## src/rtl/timing_loop_ctrl.sv

```systemverilog
`default_nettype none
// ============================================================================
// Module   : timing_loop_ctrl
// Purpose  : Symbol-timing loop sequencer: fill, acquisition/tracking lock
//            detection, symbol strobe generation and one-sample slip control.
// Revision : 1.0 - initial release
// ============================================================================
module timing_loop_ctrl #(
  parameter int OSF        = 20,
  parameter int WE         = 18,
  parameter int FILL_LEN   = 24,
  parameter int LOCK_THR   = 2048,
  parameter int LOCK_CNT   = 32,
  parameter int UNLOCK_CNT = 8
) (
  input  logic                 clk,
  input  logic                 reset_n,
  input  logic                 en_i,
  input  logic                 iq_val,
  input  logic signed [WE-1:0] e_in_i,
  input  logic                 e_valid_i,
  input  logic [1:0]           adj_i,
  input  logic                 adj_val_i,
  output logic                 sym_valid_o,
  output logic                 gain_sel_o,
  output logic [1:0]           state_o,
  output logic                 locked_o,
  output logic                 slip_ovf_o
);

  localparam int PW = $clog2(OSF + 1);
  localparam int FW = $clog2(FILL_LEN + 1);
  localparam int GW = $clog2(LOCK_CNT + 1);
  localparam int BW = $clog2(UNLOCK_CNT + 1);

  localparam logic [PW-1:0] c_term_nom = PW'(OSF - 1);
  localparam logic [PW-1:0] c_term_adv = PW'(OSF - 2);
  localparam logic [PW-1:0] c_term_ret = PW'(OSF);
  localparam logic [FW-1:0] c_fill_last = FW'(FILL_LEN - 1);
  localparam logic [GW-1:0] c_lock_cnt = GW'(LOCK_CNT);
  localparam logic [BW-1:0] c_unlock_cnt = BW'(UNLOCK_CNT);
  localparam logic [WE:0]   c_lock_thr = (WE+1)'(LOCK_THR);
  localparam logic [WE-1:0] c_e_max = {1'b0, {(WE-1){1'b1}}};
  localparam logic [WE-1:0] c_e_min = {1'b1, {(WE-1){1'b0}}};

  typedef enum logic [1:0] {
    S_IDLE  = 2'b00,
    S_FILL  = 2'b01,
    S_ACQ   = 2'b10,
    S_TRACK = 2'b11
  } state_t;

  state_t        r_state, w_state;
  logic [FW-1:0] r_fill_cnt, w_fill_cnt;
  logic [PW-1:0] r_phase_cnt, w_phase_cnt;
  logic [GW-1:0] r_good_cnt, w_good_cnt, w_good_inc;
  logic [BW-1:0] r_bad_cnt, w_bad_cnt, w_bad_inc;
  logic          r_adj_pend, w_adj_pend;
  logic          r_adj_ret, w_adj_ret;
  logic          r_slip_ovf, w_slip_ovf;
  logic          r_sym_valid, w_sym_valid;
  logic [WE-1:0] w_e_abs;
  logic          w_good;
  logic [PW-1:0] w_term;
  logic          w_wrap, w_consume, w_adj_req;

  always_ff @(posedge clk or negedge reset_n) begin
    if (!reset_n) begin
      r_state     <= S_IDLE;
      r_fill_cnt  <= '0;
      r_phase_cnt <= '0;
      r_good_cnt  <= '0;
      r_bad_cnt   <= '0;
      r_adj_pend  <= 1'b0;
      r_adj_ret   <= 1'b0;
      r_slip_ovf  <= 1'b0;
      r_sym_valid <= 1'b0;
    end else begin
      r_state     <= w_state;
      r_fill_cnt  <= w_fill_cnt;
      r_phase_cnt <= w_phase_cnt;
      r_good_cnt  <= w_good_cnt;
      r_bad_cnt   <= w_bad_cnt;
      r_adj_pend  <= w_adj_pend;
      r_adj_ret   <= w_adj_ret;
      r_slip_ovf  <= w_slip_ovf;
      r_sym_valid <= w_sym_valid;
    end
  end

  // Most-negative error has no positive twin; clamp it to the largest magnitude.
  always_comb begin
    w_e_abs = $unsigned(e_in_i);
    if (e_in_i[WE-1]) begin
      if ($unsigned(e_in_i) == c_e_min) w_e_abs = c_e_max;
      else                              w_e_abs = $unsigned(-e_in_i);
    end
  end

  assign w_good     = ({1'b0, w_e_abs} < c_lock_thr);
  assign w_good_inc = r_good_cnt + 1'b1;
  assign w_bad_inc  = r_bad_cnt + 1'b1;
  assign w_adj_req  = adj_val_i && adj_i[0];

  always_comb begin
    w_term = c_term_nom;
    if (r_adj_pend) w_term = r_adj_ret ? c_term_ret : c_term_adv;
  end

  // An advance that lands after phase OSF-2 cannot shorten this period, so the
  // nominal wrap is taken and the request stays pending for the next one.
  assign w_wrap    = iq_val && (r_phase_cnt >= w_term);
  assign w_consume = w_wrap && r_adj_pend && (r_phase_cnt == w_term);

  always_comb begin
    w_state     = r_state;
    w_fill_cnt  = r_fill_cnt;
    w_phase_cnt = r_phase_cnt;
    w_good_cnt  = r_good_cnt;
    w_bad_cnt   = r_bad_cnt;
    w_adj_pend  = r_adj_pend;
    w_adj_ret   = r_adj_ret;
    w_slip_ovf  = r_slip_ovf;
    case (r_state)
      S_IDLE: begin
        if (en_i) begin
          w_state    = S_FILL;
          w_fill_cnt = '0;
          w_slip_ovf = 1'b0;
        end
      end
      S_FILL: begin
        if (iq_val) begin
          if (r_fill_cnt == c_fill_last) begin
            w_state     = S_ACQ;
            w_phase_cnt = '0;
          end else begin
            w_fill_cnt = r_fill_cnt + 1'b1;
          end
        end
      end
      default: begin
        if (iq_val) w_phase_cnt = w_wrap ? '0 : r_phase_cnt + 1'b1;
        if (w_consume) w_adj_pend = 1'b0;
        if (w_adj_req) begin
          if (!r_adj_pend || w_consume) begin
            w_adj_pend = 1'b1;
            w_adj_ret  = adj_i[1];
          end else begin
            w_slip_ovf = 1'b1;
          end
        end
        if (e_valid_i) begin
          if (w_good) begin
            if (r_state == S_ACQ && w_good_inc == c_lock_cnt) begin
              w_state    = S_TRACK;
              w_good_cnt = '0;
              w_bad_cnt  = '0;
            end else begin
              if (r_good_cnt != c_lock_cnt) w_good_cnt = w_good_inc;
              w_bad_cnt = '0;
            end
          end else begin
            if (r_state == S_TRACK && w_bad_inc == c_unlock_cnt) begin
              w_state    = S_ACQ;
              w_good_cnt = '0;
              w_bad_cnt  = '0;
            end else begin
              if (r_bad_cnt != c_unlock_cnt) w_bad_cnt = w_bad_inc;
              w_good_cnt = '0;
            end
          end
        end
      end
    endcase
    if (!en_i) begin
      w_state     = S_IDLE;
      w_phase_cnt = '0;
      w_good_cnt  = '0;
      w_bad_cnt   = '0;
      w_adj_pend  = 1'b0;
      w_adj_ret   = 1'b0;
    end
    w_sym_valid = (w_state == S_ACQ || w_state == S_TRACK) && (w_phase_cnt == '0);
  end

  assign sym_valid_o = r_sym_valid;
  assign state_o     = r_state;
  assign gain_sel_o  = (r_state == S_TRACK);
  assign locked_o    = (r_state == S_TRACK);
  assign slip_ovf_o  = r_slip_ovf;

endmodule
`default_nettype wire

```

## config.mk

```make
export PLATFORM = sky130hd
export DESIGN_NAME = timing_loop_ctrl
export DESIGN_NICKNAME = d
export VERILOG_FILES = /design/src/rtl/timing_loop_ctrl.sv
export SDC_FILE = /design/constraint.sdc
export NUM_CORES = 1
export LEC_CHECK = 0
export CAP_MARGIN = 30
export CORE_MARGIN = 4
export CORE_UTILIZATION = 41
export CTS_CLUSTER_DIAMETER = 50
export DETAILED_ROUTE_END_ITERATION = 12
export PLACE_DENSITY = 0.67
export RECOVER_POWER = 100
export SLEW_MARGIN = 20
export SYNTH_ARGS = -nofsm -noshare
export SYNTH_HDL_FRONTEND = slang
export SYNTH_SLANG_ARGS = --single-unit
```

## constraint.sdc

```tcl
create_clock -name clk -period 2.1 [get_ports clk]
set_input_delay 0.42 -clock clk [delete_from_list [all_inputs] [get_ports clk]]
set_output_delay 0.42 -clock clk [all_outputs]
set_load 0.01 [all_outputs]
```

==> metrics.md <==
| Metric | Value |
|---|---|
| Drt first pass iters | `4` |
| Pre-CTS setup slack | `-673 ps` |
| Worst-path fanout max | `4` |
| NumNets Final | `314` |
| Residual DRC | `0` |
| Fillers | `391` |
| Final Critical Period | `2160 ps` |
| Yosys reg bits | `26` |
| Final TNS setup | `-198 ps` |
| First-pass GRT wire length | `7.78 mm` |
| Final core occ | `59.4%` |
| Placed cell areas | `0.00245 mm^2` |
| Cells after Synth | `222` |
| Slew margin rel. | `55.9%` |
| Starting Density | `43.2%` |
| IR drop worst, VDD | `226 uV` |
| Area Overhead vs Synth | `37.6%` |
| Final Skew | `9.18 ps` |
| Total CTS buffers | `3` |
| Yosys warns | `0` |
| Worst-Margin Slew | `662 ps` |
| Critical path endpoint category | `flop` |
| Hold Buf Count CTS | `0` |
| Cell variety after synth | `60` |
| Layout cell share with drive strength beyond 1 | `24.6%` |
| RSZ-0062 raised after global routing | `true` |
| Largest area contributor in the netlist | `dfrtp_1` |
| CP Class | `input pin to flop` |
| Initial antenna violation count | `0` |
| Final Hold Viols | `0` |
| Inserted Diodes | `0` |
| Total gr overflow | `0` |
| EDFF count, synth | `0` |
| Die W | `76.4 um` |
| Detail Placement HPWL | `3.30 mm` |
| Max-cap violations | `0` |
| CP arrival | `2370 ps` |
| Routed Antenna Nets | `0` |
| Syn_area_per_cell | `8.64 um^2` |
| Dominant synthesized flop cell | `dfrtp_1` |
| Htree depth | `1` |
| Achievable frequency | `0.463 GHz` |
| Grt peak-use layer | `met2` |
| Core Footprint | `0.00444 mm^2` |
| Setup WS post-layout | `-60.1 ps` |
| Largest net degree at the start of global routing | `27` |
| Async SR Flop Fraction | `100%` |
| IO Pins | `32` |
| Synth Net Count | `259` |
| Fin area | `0.00264 mm^2` |
| Die Y | `76.4 um` |
| Final setup fails | `5` |
| Row count | `24` |
| Final slew viol count | `0` |
| Failing checks | `setup timing` |
| M3 GR Usage | `1.77%` |
| Leakage power | `1.14 nW` |
| GRT Resource Usage Total | `16.0%` |
| Synth top cells by count | `dfrtp_1 (26), nand2_1 (20), nor2_1 (19)` |
| GPL Wtd Cong | `0.845` |
| Worst-Skew Late Latency | `270 ps` |
| Clock Pin Slew Worst Setup and Hold Paths | `100 ps` |
| HP Class | `flop to flop` |
| Met1 Use GR | `20.4%` |
| PortBufs | `31` |
| Register area share after synthesis | `33.9%` |
| CTS Buffer Depth | `2` |
| Vias | `1819` |
| Sink Count | `26` |
| Top post-synthesis cells by area | `dfrtp_1 (34%), ha_1 (7.2%), nand2_1 (3.9%), nor2_1 (3.7%), a21oi_1 (3.7%)` |
| Global Route met2 Usage | `27.4%` |
| Crit start category | `input pin` |
| Drt wl/cell | `14.5 um` |
| Status | `complete, but fails checks` |
| CTS tree | `built` |
| Top-count cell post-synth | `dfrtp_1` |
| Drt via density | `5.55` |
| R2r worst-path depth | `9` |
| Die ar. | `0.00584 mm^2` |
| Vias in the first global route | `1738` |
| Period utilisation layout | `103%` |
| Hold depth | `2` |
| CTS Root Cell | `clkbuf_8` |
| DR iter-0 viols | `91` |
| Post-Route WL | `4.76 mm` |
| PwrDens | `429 mW/mm^2` |
| Hold slack | `510 ps` |
| Worst EP required | `2310 ps` |
| Post-Syn Area | `0.00192 mm^2` |
| Synth top area share | `33.9%` |
==> worst max-delay path, stage by stage <==
cell and delay (ps):
buf_6 90, or4_4 560, or3_4 430, o31ai_4 190, buf_4 150, nand4_4 120, nor3b_4 230, a22o_1 170
==> stage by stage <==
step                power [W]  cells
finish                0.00113    328
global route          0.00118    328
CTS                   0.00114    327
detailed placement   0.000721    322
global placement     0.000717    322
floorplan            0.000607    222
==> path summary, 6_finish.rpt <==
path                                  end        from  slack, ps
setup / recovery            r_good_cnt[1]   e_in_i[2]        -60
hold / removal                 slip_ovf_o  slip_ovf_o        510
setup reg to reg           r_phase_cnt[3]  r_adj_pend         20
hold reg to reg                slip_ovf_o  slip_ovf_o        510
max in group asynchronous  r_phase_cnt[0]     reset_n        920
min in group asynchronous    r_bad_cnt[1]     reset_n        700
==> timing repair <==
action / 4_1_cts / 5_1_grt
pin swaps: 14 / 12
resized for setup: 39 / 25
setup buffers: 1 / 0
endpoints found under the setup margin: 14 / 14
gates cloned: 0 / 1
==> per-layer routing <==
metal / wire [um] / vias to the layer above
li1: - / 920
met1: 2140 / 846
met2: 2350 / 48
met3: 208 / 5
met4: 62 / 0
met5: 0 / -
==> sequential cells by signal (all words and copies together), names as in the netlist <==
signal       count
state_o          2
r_fill_cnt       5
r_adj_pend       1
r_adj_ret        1
slip_ovf_o       1
r_good_cnt       6
r_bad_cnt        4
sym_valid_o      1
r_phase_cnt      5
==> cells by family (layout without fill, tap and decap cells) <==
kind of cell,after synthesis,in the layout,synth area share (%)
simple gates,96,96,27.9
mux,3,3,1.70
flops,26,26,33.9
compound gates,54,54,19.0
buf+inv,24,78,6.59
xor+xnor,8,8,3.65
fa+ha+maj,11,11,7.18
==> cells in the final DEF, fill, tap and decap left out, types with 3 or more instances in the layout <==
cell type         n
o21ai_0           5
dfrtp_1          25
inv_1            13
xnor2_1           4
ha_1             10
a21oi_1          11
a21oi_2           3
or3_4             3
nand3_1           9
buf_6             4
dlygate4sd2_1     6
clkdlybuf4s50_1  14
buf_2             3
o21ai_1           3
a31oi_1           5
nand2_1          20
clkbuf_8          3
and3_1            3
nor3_1            5
buf_4            23
nand4_1           5
nor2_1           19
nor2b_1           5
xor2_1            4
or3_1             4
dlygate4sd3_1     3
==> power breakdown <==
part / leakage, nW / switching, W / internal (W)
Sequential: 0.356 / 0.0000155 / 0.000516
Clock: 0.0357 / 0.000160 / 0.000255
Combinational: 0.743 / 0.0000833 / 0.000102
Total: 1.14 / 0.000259 / 0.000874
==> final cells by class <==
class | instances | area (um^2) | area share, %
Clock buffer | 3 | 41.3 | 1.56
Clock inverter | 1 | 30.0 | 1.14
Multi-Input combinational cell | 172 | 1300 | 49.2
Timing Repair Buffer | 60 | 500 | 19.0
Inverter | 14 | 52.6 | 1.99
Sequential cell | 26 | 652 | 24.7
Tap cell | 52 | 65.1 | 2.47
(Power assumes the default switching activity.)
